**src/rtl/uart_tx_resp_scheduler.sv**
```systemverilog
// Queues RegFile/ALU response words and streams them LSB-first into UART_TX, paced by tx_busy.
// Optional FRAME_HDR_EN: each word is prefixed by a tag byte (5A for RF, A5 for ALU).
module uart_tx_resp_scheduler #(
  parameter int unsigned DATA_WIDTH   = 32,
  parameter int unsigned FIFO_DEPTH   = 4,
  parameter int unsigned BUSY_TIMEOUT = 15
) (
  input  logic                          clk,
  input  logic                          RST,
  input  logic                          rf_vld,
  input  logic [DATA_WIDTH-1:0]         rf_data,
  input  logic                          alu_vld,
  input  logic [2*DATA_WIDTH-1:0]       alu_data,
  input  logic                          tx_busy,
  output logic [7:0]                    tx_p_data,
  output logic                          tx_d_vld,
  output logic [$clog2(FIFO_DEPTH):0]   fifo_level,
  output logic                          fifo_full,
  output logic                          drop_err,
  output logic                          sched_busy
);

  localparam int unsigned PAY_W = 2 * DATA_WIDTH;
  localparam int unsigned ENT_W = PAY_W + 1;
  localparam int unsigned PTR_W = $clog2(FIFO_DEPTH);
  localparam int unsigned CNT_W = PTR_W + 1;
`ifdef FRAME_HDR_EN
  localparam int unsigned HDR_BYTES = 1;
`else
  localparam int unsigned HDR_BYTES = 0;
`endif
  localparam int unsigned SHIFT_W   = PAY_W + 8 * HDR_BYTES;
  localparam int unsigned RF_BYTES  = DATA_WIDTH / 8 + HDR_BYTES;
  localparam int unsigned ALU_BYTES = PAY_W / 8 + HDR_BYTES;
  localparam int unsigned BCNT_W    = $clog2(ALU_BYTES + 1);
  localparam int unsigned TMR_W     = $clog2(BUSY_TIMEOUT + 1);

  typedef enum logic [2:0] {
    ST_IDLE,
    ST_LOAD,
    ST_SEND,
    ST_WAIT_BUSY,
    ST_WAIT_DONE
  } state_e;

  state_e              state_q;
  logic [ENT_W-1:0]    mem_q [FIFO_DEPTH];
  logic [PTR_W-1:0]    wr_ptr_q, rd_ptr_q;
  logic [CNT_W-1:0]    count_q;
  logic                full_q, drop_q, busy_q, tx_vld_q;
  logic [7:0]          tx_data_q;
  logic [SHIFT_W-1:0]  shift_q;
  logic [BCNT_W-1:0]   byte_cnt_q;
  logic [TMR_W-1:0]    timer_q;

  logic                pop, push_rf, push_alu, drop;
  logic [CNT_W-1:0]    free_slots, n_push, count_d;
  logic [PTR_W-1:0]    wr_ptr_nx, alu_slot;
  logic [ENT_W-1:0]    head;
  logic                head_is_alu;
  logic [PAY_W-1:0]    head_payload;
  logic [SHIFT_W-1:0]  load_shift;

  assign head         = mem_q[rd_ptr_q];
  assign head_is_alu  = head[PAY_W];
  assign head_payload = head[PAY_W-1:0];

`ifdef FRAME_HDR_EN
  assign load_shift = {head_payload, (head_is_alu ? 8'hA5 : 8'h5A)};
`else
  assign load_shift = head_payload;
`endif

  // Space check counts the slot freed by a same-cycle pop; RF wins when only one slot is left.
  always_comb begin
    pop        = (state_q == ST_LOAD) && !tx_busy && (count_q != '0);
    free_slots = CNT_W'(FIFO_DEPTH) - count_q + CNT_W'(pop);
    push_rf    = 1'b0;
    push_alu   = 1'b0;
    drop       = 1'b0;
    if (rf_vld && alu_vld) begin
      push_rf  = (free_slots >= CNT_W'(1));
      push_alu = (free_slots >= CNT_W'(2));
      drop     = (free_slots <  CNT_W'(2));
    end else if (rf_vld) begin
      push_rf  = (free_slots >= CNT_W'(1));
      drop     = (free_slots == '0);
    end else if (alu_vld) begin
      push_alu = (free_slots >= CNT_W'(1));
      drop     = (free_slots == '0);
    end
    n_push    = CNT_W'(push_rf) + CNT_W'(push_alu);
    count_d   = count_q + n_push - CNT_W'(pop);
    wr_ptr_nx = wr_ptr_q + PTR_W'(1);
    alu_slot  = push_rf ? wr_ptr_nx : wr_ptr_q;
  end

  always_ff @(posedge clk) begin
    if (push_rf)  mem_q[wr_ptr_q] <= {1'b0, PAY_W'(rf_data)};
    if (push_alu) mem_q[alu_slot] <= {1'b1, alu_data};
  end

  always_ff @(posedge clk) begin
    if (RST) begin
      wr_ptr_q <= '0;
      rd_ptr_q <= '0;
      count_q  <= '0;
      full_q   <= 1'b0;
      drop_q   <= 1'b0;
    end else begin
      wr_ptr_q <= wr_ptr_q + PTR_W'(n_push);
      rd_ptr_q <= rd_ptr_q + PTR_W'(pop);
      count_q  <= count_d;
      full_q   <= (count_d == CNT_W'(FIFO_DEPTH));
      drop_q   <= drop;
    end
  end

  // Strobe and byte are registered on entry to SEND, so tx_d_vld is high exactly while in SEND.
  always_ff @(posedge clk) begin
    if (RST) begin
      state_q    <= ST_IDLE;
      shift_q    <= '0;
      byte_cnt_q <= '0;
      timer_q    <= '0;
      tx_data_q  <= '0;
      tx_vld_q   <= 1'b0;
      busy_q     <= 1'b0;
    end else begin
      tx_vld_q <= 1'b0;
      unique case (state_q)
        ST_IDLE: begin
          if (count_q != '0) begin
            state_q <= ST_LOAD;
            busy_q  <= 1'b1;
          end
        end
        ST_LOAD: begin
          if (pop) begin
            shift_q    <= load_shift;
            byte_cnt_q <= head_is_alu ? BCNT_W'(ALU_BYTES) : BCNT_W'(RF_BYTES);
            tx_data_q  <= load_shift[7:0];
            tx_vld_q   <= 1'b1;
            state_q    <= ST_SEND;
          end
        end
        ST_SEND: begin
          timer_q <= '0;
          state_q <= ST_WAIT_BUSY;
        end
        ST_WAIT_BUSY: begin
          if (tx_busy) begin
            state_q <= ST_WAIT_DONE;
          end else if (timer_q == TMR_W'(BUSY_TIMEOUT - 1)) begin
            tx_vld_q <= 1'b1;
            state_q  <= ST_SEND;
          end else begin
            timer_q <= timer_q + TMR_W'(1);
          end
        end
        ST_WAIT_DONE: begin
          if (!tx_busy) begin
            if (byte_cnt_q > BCNT_W'(1)) begin
              byte_cnt_q <= byte_cnt_q - BCNT_W'(1);
              shift_q    <= shift_q >> 8;
              tx_data_q  <= shift_q[15:8];
              tx_vld_q   <= 1'b1;
              state_q    <= ST_SEND;
            end else begin
              byte_cnt_q <= '0;
              if (count_q != '0) begin
                state_q <= ST_LOAD;
              end else begin
                state_q <= ST_IDLE;
                busy_q  <= 1'b0;
              end
            end
          end
        end
        default: begin
          state_q <= ST_IDLE;
          busy_q  <= 1'b0;
        end
      endcase
    end
  end

  assign tx_p_data  = tx_data_q;
  assign tx_d_vld   = tx_vld_q;
  assign fifo_level = count_q;
  assign fifo_full  = full_q;
  assign drop_err   = drop_q;
  assign sched_busy = busy_q;

endmodule

```
**config.mk**
```make
export PLATFORM = sky130hd
export DESIGN_NAME = uart_tx_resp_scheduler
export DESIGN_NICKNAME = d
export VERILOG_FILES = /design/src/rtl/uart_tx_resp_scheduler.sv
export SDC_FILE = /design/constraint.sdc
export NUM_CORES = 1
export LEC_CHECK = 0
export CELL_PAD_IN_SITES_DETAIL_PLACEMENT = 1
export CELL_PAD_IN_SITES_GLOBAL_PLACEMENT = 2
export CORE_MARGIN = 10
export CORE_UTILIZATION = 42
export DETAILED_ROUTE_END_ITERATION = 10
export GPL_TIMING_DRIVEN = 0
export PLACE_DENSITY_LB_ADDON = 0.12
export SYNTH_ARGS = -nofsm -noshare
export SYNTH_HDL_FRONTEND = slang
export SYNTH_SLANG_ARGS = --single-unit
```
**constraint.sdc**
```tcl
create_clock -name clk -period 6.1 [get_ports clk]
set_clock_uncertainty 0.2 [all_clocks]
set_input_delay 1.22 -clock clk [delete_from_list [all_inputs] [get_ports clk]]
set_output_delay 1.22 -clock clk [all_outputs]
set_load 0.02 [all_outputs]
```
== After elaboration in Yosys (flattened, before gate mapping) ==
Memory sizes are Yosys's and may differ from the RTL's. A register that Yosys moved wholly into a read port is not among the register bits.
Cells that the tools add are included.

* Register bits after elaboration: 94
* Bits in latches: 0
* RAM bits: 260
* ROM bits: 0
* Input bits: 101
* Output and inout port bits: 15
* Logic and storage cells: 107
* Memories kept: 1

{| class="wikitable"
|+ Memory list
! name !! words !! width !! rd ports !! clocked after Yosys merged registers in !! wr ports !! RTL line !! text
|-
| mem_q || 4 || 65 || 1 || 1 || 2 || 47 || <nowiki>logic [ENT_W-1:0] mem_q [FIFO_DEPTH];</nowiki>
|}

* $add $sub $neg: 10
* $mul: 0
* Divide/modulo/power cells: 0
* Magnitude comparators: 4
* Equal/unequal tests: 15
* Shifts and indexed selects: 0
* Muxes and demuxes: 49
* Bitwise logic cells: 1
* Reduce and logical (&&, ||, !) cells: 15

{| class="wikitable"
|+ Operators by type and width
! kind !! number
|-
| $mux W64 || 3
|-
| $pmux W64 S2 || 1
|-
| $mux W4 || 6
|-
| $mux W8 || 3
|-
| $mux W1 || 22
|-
| $ne A2 B2 Y1 const B || 8
|-
| $pmux W4 S2 || 2
|-
| $pmux W8 S2 || 1
|-
| $mux W3 || 5
|-
| $pmux W3 S5 || 1
|-
| $reduce_and A4 Y1 || 2
|-
| $eq A3 B2 Y1 const B || 2
|-
| $eq A3 B3 Y1 const B || 2
|-
| $logic_not A3 Y1 || 2
|-
| $mux W2 || 3
|-
| $pmux W1 S3 || 2
|-
| $reduce_and A3 Y1 || 2
|-
| $reduce_and A5 Y1 || 1
|-
| $add A4 B1 Y4 const B || 1
|-
| $eq A4 B4 Y1 const B || 1
|-
| $gt A4 B1 Y1 const B || 1
|-
| $reduce_bool A2 Y1 || 2
|-
| $sub A4 B1 Y4 const B || 1
|-
| $add A3 B1 Y3 || 1
|-
| 17 further kinds || 19
|}

== Depth between registers and ports, before layout ==
Gate-level depths: netlist (run 1).

* Depth after elaboration: 12
* Depth in mapped cells: 17
* Gate-level depth less buffers: 15

== Worst setup path before layout (run 1) ==
No wires, ideal clock.

* Kind: in2reg
* Start point: in tx_busy
* End point: mem mem_q[3][0] in the netlist's numbering, enable pin
* Setup time: 433 ps
* Arrival: 5098 ps
* Data required time: 5467 ps
* Slack: 369 ps
* Stages on the path: 11
* Buffers on the path: 3
* Cell sequence: or4_1 -> clkbuf_1 -> ha_1 -> inv_1 -> ha_1 -> xor2_2 -> o31a_4 -> buf_12 -> mux2i_1 -> buf_6 -> nand2b_1

{| class="wikitable"
|+ RTL lines
! item !! RTL line !! text
|-
| from (decl) || 14 || <nowiki>input logic tx_busy,</nowiki>
|-
| to (decl) || 47 ||
|}

==> reports/metrics.yaml, run 1 <==
status:
  status: "complete, no violations"
floorplanning:
  coreArea_mm2: 0.0397
  die_h_um: 221
  start_util_pct: 42.5
  die-area_mm2: 0.0487
  rows: 73
  die_w_um: 221
  io_pins: 116
clocking:
  post_cts_resized: 0
  clk_latency_ns: 0.56
  cts_buffer_depth: 3
  cts_tree: "yes"
  cts-htree-levels: 2
  clkSinkCount: 346
  cts_setup_buffers: 0
  cts_root_buf: "clkbuf_16"
  ctsHoldBuffers: 0
  numCtsBuffers: 41
  clk_pin_slew_ns: 0.05
final_layout:
  instances_no_fill: 2007
  final_common_cell: "edfxtp_1"
  synthToLayoutAreaGrowth_pct: 18.6
  most-common-layout-cells: "edfxtp_1 (256), mux2i_1 (187), nand2_1 (137)"
  nets: 1569
  insertedDiodeCount: 0
  drive_above_1_share_pct: 12.3
  fillers: 4057
sta:
  tightest_slew_ns: 0.920
  setup_violations: 0
  relSlewSlack_pct: 38.7
  fmax_mhz: 185
  rsz0062_at_grt: "no"
  min_period_ns: 5.41
  finalMaxSlewViolations: 0
  final-hold-violation-count: 0
  min_period_over_period_pct: 88.7
setup_path:
  endpoint_kind: "register"
  critPathLaunchType: "input port"
  arrival_ns: 5.45
  critical_path_class: "input port to register"
  critical_path_required_ns: 6.13
  cp_max_fo: 34
placed_design:
  place.gp.congestion: 0.809
  port_buffers: 113
  dp_cells: 1933
  dp_hpwl_mm: 32.8
synthesis:
  syn_inst: 1291
  async_flop_share_pct: 0
  syn-mean-instance-area_um2: 13.1
  synth-main-ff-cell: "edfxtp_1"
  syn-cell-area_mm2: 0.0169
  ys_ff_latch: 346
  syn-num-nets: 1409
  synth_edf_count: 256
  yosysWarnings: 0
  ys_seq_area_share_pct: 56.1
  synth_cell_type_count: 60
job:
  max-cap-violations: 0
power:
  ir_drop_mv: 0.279
  powerDensity_mw_per_mm2: 462
  p_leak_nw: 7.78
  power.total_w: 0.00926
hold_path:
  min_path_type: "register to register"
global_route:
  antenna_found_initial: 0
  grt_max_degree: 51
  grt_overflow: 0
  first_global_vias: 12051
  grt_pass1_wl_mm: 73.8
  track_usage_pct: 20.1
detailed_routing:
  routedWlPerCell_um: 24.0
  drt_iter0_markers: 702
  first_pass_iters: 5
  detail-route-antenna-nets: 0
  drc: 0
  vias_per_cell: 5.46
  num_vias: 10956
  routed_wl_mm: 48.2
## critical path, stage by stage
cell and delay, ns:
clkdlybuf4s50_1 0.47, or4_1 0.58, clkbuf_1 0.29, ha_1 0.27, inv_1 0.05, ha_1 0.22
xor2_2 0.40, o31a_4 0.22, mux2i_1 0.43, buf_4 0.35, nand2b_4 0.58, buf_12 0.32
## Yosys cell counts (2+ instances only)
library cell  number  area (um^2)
a211oi_1           8         60.1
a21o_1             5         37.5
a21oi_1           12         60.1
and2_1           129          807
and3_1             2         12.5
buf_1              5         18.8
buf_2             14         70.1
buf_4             19          143
buf_6              4         45.0
clkbuf_1          65          244
clkbuf_2           2         10.0
dfxtp_1           90         1800
edfxtp_1         256         7690
ha_1              16          200
inv_1             46          173
mux2_2             2         22.5
mux2i_1          187         1870
mux2i_4            2         45.0
mux4_2            65         1460
nand2_1          139          522
nand2b_1           5         31.3
nand3_1           17         85.1
nand3b_1           3         22.5
nor2_1            18         67.6
nor2b_1            5         31.3
nor3_1             4         20.0
nor4_1             3         18.8
nor4bb_1           2         20.0
o211ai_1           3         22.5
o21a_1             3         22.5
o21ai_0           62          310
o21ba_2            2         20.0
o311a_1           60          601
or2_2              2         12.5
or3_1              2         12.5
or4_1              2         15.0
xnor2_1            7         61.3
## where the power goes
part           internal [W]  total, W  switching [W]
logic               0.00129   0.00313        0.00184
clock network       0.00132   0.00230       0.000976
registers           0.00357   0.00383       0.000259
total               0.00618   0.00926        0.00308
## final timing paths
| check | from | to | slack, ns | cells after the start |
|---|---|---|---|---|
| max | tx_busy | mem_q[2][30]$_DFFE_PP_ | 0.69 | 12 |
| min | mem_q[3][64]$_SDFFE_PP1P_ | mem_q[3][64]$_SDFFE_PP1P_ | 0.26 | 1 |
| max reg2reg | fifo_level[2]$_SDFF_PP0_ | mem_q[2][30]$_DFFE_PP_ | 1.15 | 12 |
| min reg2reg | mem_q[3][64]$_SDFFE_PP1P_ | mem_q[3][64]$_SDFFE_PP1P_ | 0.26 | 1 |
## sequential cells by signal (all words and copies together), names as in the netlist
name,flops
tx_d_vld,1
byte_cnt_q,4
drop_err,1
rd_ptr_q,2
fifo_level,3
state_q,3
wr_ptr_q,2
timer_q,4
shift_q,57
tx_p_data,7
mem_q,260
fifo_full,1
sched_busy,1
## cells by family (layout without fill, tap and decap cells)
logic type               after synthesis  after routing  synth area share [%]
AO/OA/AOI/OAI                        169            169                  7.47
XOR/XNOR                               9              9                 0.511
adder cells (fa/ha/maj)               17             17                  1.30
buffers and inverters                158            349                  4.32
flip-flops                           346            346                  56.1
multiplexers                         256            256                  20.1
AND/OR/NAND/NOR                      336            336                  10.1
## metal layers
metal / vias to the layer above / routed length (um) / GRT usage (%)
met5: - / 0 / 0
met4: 0 / 1020 / 5.01
met3: 61 / 1660 / 2.94
met2: 199 / 24300 / 34.7
met1: 5562 / 21300 / 26.0
li1: 5134 / - / -
## cell type report
cell class              count  area, um^2  area share [%]
flip-flops and latches    346        9490            47.3
multi-input cells         787        6710            33.5
repair buffers            117        1230            6.15
clock buffers              57        1120            5.57
well taps                 525         657            3.28
plain buffers             110         551            2.75
inverters                  48         180           0.899
clock inverters            17         114           0.568
## stage by stage
stage	TNS (ns)	setup slack (ns)	hold WS, ns	util (%)	instance area [um^2]
2_1_floorplan	0	0.369	0.221	-	16900
3_3_place_gp	-556.77	-2.36	0.235	47.0	18700
3_5_place_dp	0	0.0968	0.249	47.4	18800
4_1_cts	0	0.639	0.261	50.5	20100
5_1_grt	0	0.401	0.278	50.5	20100
6_report	0	0.688	0.265	50.5	20100
Note: power is estimated with default switching activity, not from simulation.
==> run 2, diff against run 1 <==
GPL_TIMING_DRIVEN = default   (was 0)
SLEW_MARGIN = 20   (was default)
==> run 2 against run 1 <==
Against the previous run: critical path depth grew 4; flip-flop and latch count unchanged; final cell count shrank 4.0%; die area did not move; global-route usage shrank 1.1 points; cell area down 0.99%; critical endpoint is now fifo_level[2]$_SDFF_PP0_.
==> reports/metrics.yaml, run 2 (synthesis gave the netlist of run 1 again) <==
floorplanning:
  coreArea_mm2: 0.0397  # unchanged
  rows: 73  # unchanged
  die_h_um: 221  # unchanged
  die-area_mm2: 0.0487  # unchanged
  io_pins: 116  # unchanged
  start_util_pct: 42.5  # unchanged
  die_w_um: 221  # unchanged
detailed_routing:
  routed_wl_mm: 46.1  # -4.4%
  num_vias: 10596  # -3.3%
  vias_per_cell: 5.50  # +0.73%
  drt_iter0_markers: 726  # +3.4%
  first_pass_iters: 5  # unchanged
  drc: 0  # unchanged
  routedWlPerCell_um: 23.9  # -0.48%
  detail-route-antenna-nets: 0  # unchanged
final_layout:
  multi_input_area_mm2: 0.00673  # +0.22%
  seq_area_mm2: 0.00949  # about the same
  insertedDiodeCount: 0  # unchanged
  instances_no_fill: 1927  # -4.0%
  nets: 1487  # -5.2%
  most-common-layout-cells: "edfxtp_1 (256), mux2i_1 (185), nand2_1 (137)"
  largest_reg_flops: 260  # unchanged
  fillers: 4001  # -1.4%
  drive_above_1_share_pct: 12.7  # +0.42 points
  final_common_cell: "edfxtp_1"
  regMostFlops: "mem_q"
  synthToLayoutAreaGrowth_pct: 17.5
  fin_util_pct: 50.0  # -0.50 points
sta:
  fmax_mhz: 208  # +13%
  fin_tns_setup_ns: 0  # unchanged
  final-hold-violation-count: 0  # unchanged
  tightest_slew_ns: 0.924  # +0.00401 ns
  relSlewSlack_pct: 38.0  # -0.68 points
  finalMaxSlewViolations: 0  # unchanged
  rsz0062_at_grt: "no"
  setup_violations: 0  # unchanged
  min_period_over_period_pct: 78.8  # -9.9 points
  min_period_ns: 4.81  # -0.603 ns
clocking:
  cts_buffer_depth: 3  # unchanged
  cts_tree: "yes"
  clkSinkCount: 346  # unchanged
  ctsHoldBuffers: 0  # unchanged
  cts_setup_buffers: 0  # unchanged
  post_cts_resized: 0  # unchanged
  clk_pin_slew_ns: 0.06  # about the same
  cts-htree-levels: 2  # unchanged
  clk_latency_ns: 0.55  # about the same
  numCtsBuffers: 41  # unchanged
  cts_root_buf: "clkbuf_16"
global_route:
  track_usage_pct: 19.0  # -1.1 points
  grt_overflow: 0  # unchanged
  grt_pass1_wl_mm: 70.5  # -4.4%
  grt_max_degree: 66  # +29%
  antenna_found_initial: 0  # unchanged
  first_global_vias: 11720  # -2.7%
setup_path:
  r2r-start: "state_q[0]$_SDFFE_PP0P_"
  critical_path_required_ns: 6.32  # +0.19 ns
  critPathLaunchType: "input port"
  r2r_slack_ns: 1.75  # +0.60 ns
  cp_max_fo: 11  # -68%
  critical_path_class: "input port to register"
  r2r-end: "fifo_level[2]$_SDFF_PP0_"
  arrival_ns: 5.03  # -0.42 ns
  endpoint_kind: "register"
  reg2regPathDepth: 16  # +4
hold_path:
  hold_path_depth: 1  # unchanged
  min_path_type: "register to register"
  hold_path.startpoint: "mem_q[2][64]$_SDFFE_PP1P_"
  holdPathEnd: "mem_q[2][64]$_SDFFE_PP1P_"
placed_design:
  dp_hpwl_mm: 27.6  # -16%
  place.gp.congestion: 0.755  # -6.6%
  port_buffers: 115  # +1.8%
  dp_cells: 1851  # -4.2%
job:
  max-cap-violations: 0  # unchanged
power:
  power.total_w: 0.00923  # -0.35%
  ir_drop_mv: 0.309  # +11%
  p_leak_nw: 7.68  # -1.4%
  powerDensity_mw_per_mm2: 465  # +0.65%
status:
  status: "complete, no violations"
==> run 2: how the worst max path moves through the flow <==
| stage | from | to | cells past startpoint | slack [ns] |
|---|---|---|---|---|
| 4_1_cts | tx_busy | fifo_level[2]$_SDFF_PP0_ | 16 | 1.31 |
| 3_5_place_dp | tx_busy | fifo_level[2]$_SDFF_PP0_ | 16 | 0.73 |
| 2_1_floorplan | tx_busy | mem_q[3][0]$_DFFE_PP_ | 11 | 0.37 |
| 3_3_place_gp | tx_busy | fifo_full$_SDFF_PP0_ | 16 | 0.79 |
| 5_1_grt | tx_busy | fifo_full$_SDFF_PP0_ | 16 | 1.09 |
| 6_report | tx_busy | fifo_level[2]$_SDFF_PP0_ | 16 | 1.29 |
==> run 2: stage by stage <==
stage                     instance area, um^2  hold slack, ns  worst slack [ns]
after floorplan                         16900           0.221             0.369
after global placement                  18500           0.233             0.791
after detailed placement                18500           0.243             0.735
after CTS                               19900           0.256              1.31
after global routing                    19900           0.274              1.09
final                                   19900           0.254              1.29
==> run 2: worst max-delay path: stages <==
cell             delay, ns
clkdlybuf4s50_1       0.45
or4_1                 0.51
buf_4                 0.21
ha_1                  0.19
inv_1                 0.05
ha_1                  0.22
xor2_2                0.18
o31a_4                0.42
ha_1                  0.33
inv_1                 0.05
ha_1                  0.26
inv_1                 0.04
ha_1                  0.19
fa_1                  0.43
xnor2_1               0.21
nor2_1                0.06
==> run 2: final cells by class <==
| type | instances | share of cell area (%) |
|---|---|---|
| inverters | 48 | 0.914 |
| repair buffers | 145 | 7.25 |
| clock buffers | 65 | 6.29 |
| clock inverters | 11 | 0.536 |
| well taps | 525 | 3.31 |
| flip-flops and latches | 346 | 47.8 |
| multi-input cells | 787 | 33.9 |
==> run 2: power breakdown <==
part / switching (W) / internal (W)
Clock: 0.000972 / 0.00149
Sequential: 0.000285 / 0.00357
Combinational: 0.00171 / 0.00120
Total: 0.00296 / 0.00626
==> run 2: layer usage <==
metal  up-vias  global-route usage (%)  part of all wire, %
li1       4960                       -                    -
met1      5405                    23.6                   44
met2       175                    33.9                   51
met3        56                    3.00                  3.5
met4         0                    4.83                  1.9
met5         -                       0                    0
==> run 3, diff against run 2 <==
clock period = 4.55 ns   (was 6.1 ns; I/O delays follow)
==> run 3 against run 2 <==
Against the previous run: die area unchanged; clock power up 26%; sequential power up 34%; largest power group unchanged; highest routed layer unchanged.
==> reports/metrics.yaml, run 3 (synthesis gave the netlist of run 1 again) <==
status:
  status: "complete, no violations"
detailed_routing:
  num_vias: 10818  # +2.1%
  drc: 0  # unchanged
  routedWlPerCell_um: 23.7  # -0.76%
  drt_iter0_markers: 747  # +2.9%
  routed_wl_mm: 46.1  # about the same
  vias_per_cell: 5.57  # +1.3%
  first_pass_iters: 5  # unchanged
  detail-route-antenna-nets: 0  # unchanged
setup_path:
  critPathLaunchType: "input port"
  endpoint_kind: "register"
  critPathMaxStageDelay_ns: 0.59  # +0.08 ns
  cpLargestDelayFamily: "adder cells"
  reg2regPathDepth: 15  # -1
  cp_slowest_cell: "or4_1"
  r2r-start: "fifo_level[0]$_SDFF_PP0_"
  r2r_slack_ns: 0.64  # -1.11 ns
  critical_path_class: "input port to register"
  r2r-end: "fifo_full$_SDFF_PP0_"
  crit_chain: "clkdlybuf4s50_1, or4_1, ha_1, inv_1, ha_1, o21ba_2, a21boi_0, ha_1, inv_1, ha_1, inv_1, ha_1, fa_1, xnor2_1, nor4_1"
  cpMostUsedCell: "ha_1"
  cp_max_fo: 3  # -8
  critical_path_required_ns: 4.75  # -1.57 ns
  arrival_ns: 4.36  # -0.67 ns
  crit_buf_inv: 4  # -1
floorplanning:
  die-area_mm2: 0.0487  # unchanged
  io_pins: 116  # unchanged
  die_w_um: 221  # unchanged
  start_util_pct: 42.5  # unchanged
  coreArea_mm2: 0.0397  # unchanged
  rows: 73  # unchanged
  die_h_um: 221  # unchanged
sta:
  final-hold-violation-count: 0  # unchanged
  fmax_mhz: 240
  finalMaxSlewViolations: 0  # unchanged
  relSlewSlack_pct: 42.1  # +4.1 points
  tightest_slew_ns: 0.863  # -0.0609 ns
  min_period_over_period_pct: 91.4
  worst_slack_ns: 0.390  # -0.900 ns
  min_period_ns: 4.16
  setup_violations: 0  # unchanged
  rsz0062_at_grt: "no"
clocking:
  clkSinkCount: 346  # unchanged
  cts_setup_buffers: 0  # unchanged
  clk_latency_ns: 0.52  # -0.03 ns
  post_cts_resized: 0  # unchanged
  cts-htree-levels: 2  # unchanged
  cts_tree: "yes"
  cts_root_buf: "clkbuf_16"
  clk_pin_slew_ns: 0.06  # about the same
  ctsHoldBuffers: 0  # unchanged
  cts_buffer_depth: 3  # unchanged
  numCtsBuffers: 40  # -2.4%
final_layout:
  largest_reg_flops: 260  # unchanged
  insertedDiodeCount: 0  # unchanged
  finish.instance_area_mm2: 0.0201  # +1.3%
  most-common-layout-cells: "edfxtp_1 (256), mux2i_1 (185), nand2_1 (137)"
  nets: 1506  # +1.3%
  drive_above_1_share_pct: 14.2  # +1.5 points
  instances_no_fill: 1943  # +0.83%
  final_common_cell: "edfxtp_1"
  regMostFlops: "mem_q"
  fin_util_pct: 50.6  # +0.64 points
  synthToLayoutAreaGrowth_pct: 19.0
hold_path:
  hold_path_depth: 1  # unchanged
  hold_path.startpoint: "mem_q[2][64]$_SDFFE_PP1P_"
  min_path_type: "register to register"
  holdPathEnd: "mem_q[2][64]$_SDFFE_PP1P_"
global_route:
  grt_max_degree: 127  # +92%
  grt_pass1_wl_mm: 71.3  # +1.0%
  track_usage_pct: 19.0  # +0.031 points
  first_global_vias: 11816  # +0.82%
  antenna_found_initial: 0  # unchanged
  grt_overflow: 0  # unchanged
placed_design:
  placed_area_mm2: 0.0188  # +1.9%
  port_buffers: 115  # unchanged
  dp_hpwl_mm: 29.0  # +4.9%
  dpl_worst_slack_ns: -0.144  # -0.878 ns
  dp_cells: 1871  # +1.1%
  place.gp.congestion: 0.755  # unchanged
power:
  ir_drop_mv: 0.307  # -0.53%
  p_leak_nw: 7.80  # +1.6%
  powerDensity_mw_per_mm2: 623  # +34%
job:
  max-cap-violations: 0  # unchanged
## run 3: how the worst max path moves through the flow
stage,from,end,slack (ns),cells past startpoint
6_report,tx_busy,fifo_full$_SDFF_PP0_,0.39,15
5_1_grt,tx_busy,fifo_full$_SDFF_PP0_,0.21,15
4_1_cts,tx_busy,fifo_full$_SDFF_PP0_,0.39,15
3_5_place_dp,tx_busy,fifo_full$_SDFF_PP0_,-0.14,14
3_3_place_gp,tx_busy,fifo_full$_SDFF_PP0_,-0.08,14
2_1_floorplan,tx_busy,mem_q[2][0]$_DFFE_PP_,0.02,10
## run 3: through the flow
| stage | hold slack (ns) | total power, W | setup TNS, ns |
|---|---|---|---|
| 2_1_floorplan | 0.221 | 0.00781 | 0 |
| 3_3_place_gp | 0.230 | 0.00947 | -0.156 |
| 3_5_place_dp | 0.241 | 0.00957 | -0.309 |
| 4_1_cts | 0.255 | 0.0127 | 0 |
| 5_1_grt | 0.265 | 0.0132 | 0 |
| 6_report | 0.252 | 0.0125 | 0 |
## run 3: routing by layer
layer	part of all wire (%)	GRT usage, %	up-vias
li1	-	-	4994
met1	44	24.3	5591
met2	51	33.9	183
met3	3.3	2.34	50
met4	1.6	4.26	0
met5	0	0	-
## run 3: power by group
| part | internal, W | leakage, nW | total [W] | switching [W] |
|---|---|---|---|---|
| Clock | 0.00181 | 0.625 | 0.00310 | 0.00129 |
| Sequential | 0.00478 | 3.13 | 0.00517 | 0.000391 |
| Combinational | 0.00189 | 4.04 | 0.00426 | 0.00238 |
## run 3: cell type report
class                      count  area, um^2
timing repair buffer         165        1780
sequential                   346        9490
clock buffer                  53        1130
tap                          525         657
inverter                      48         181
fill                        3978       19600
clock inverter                19         125
multi-input combinational    787        6740
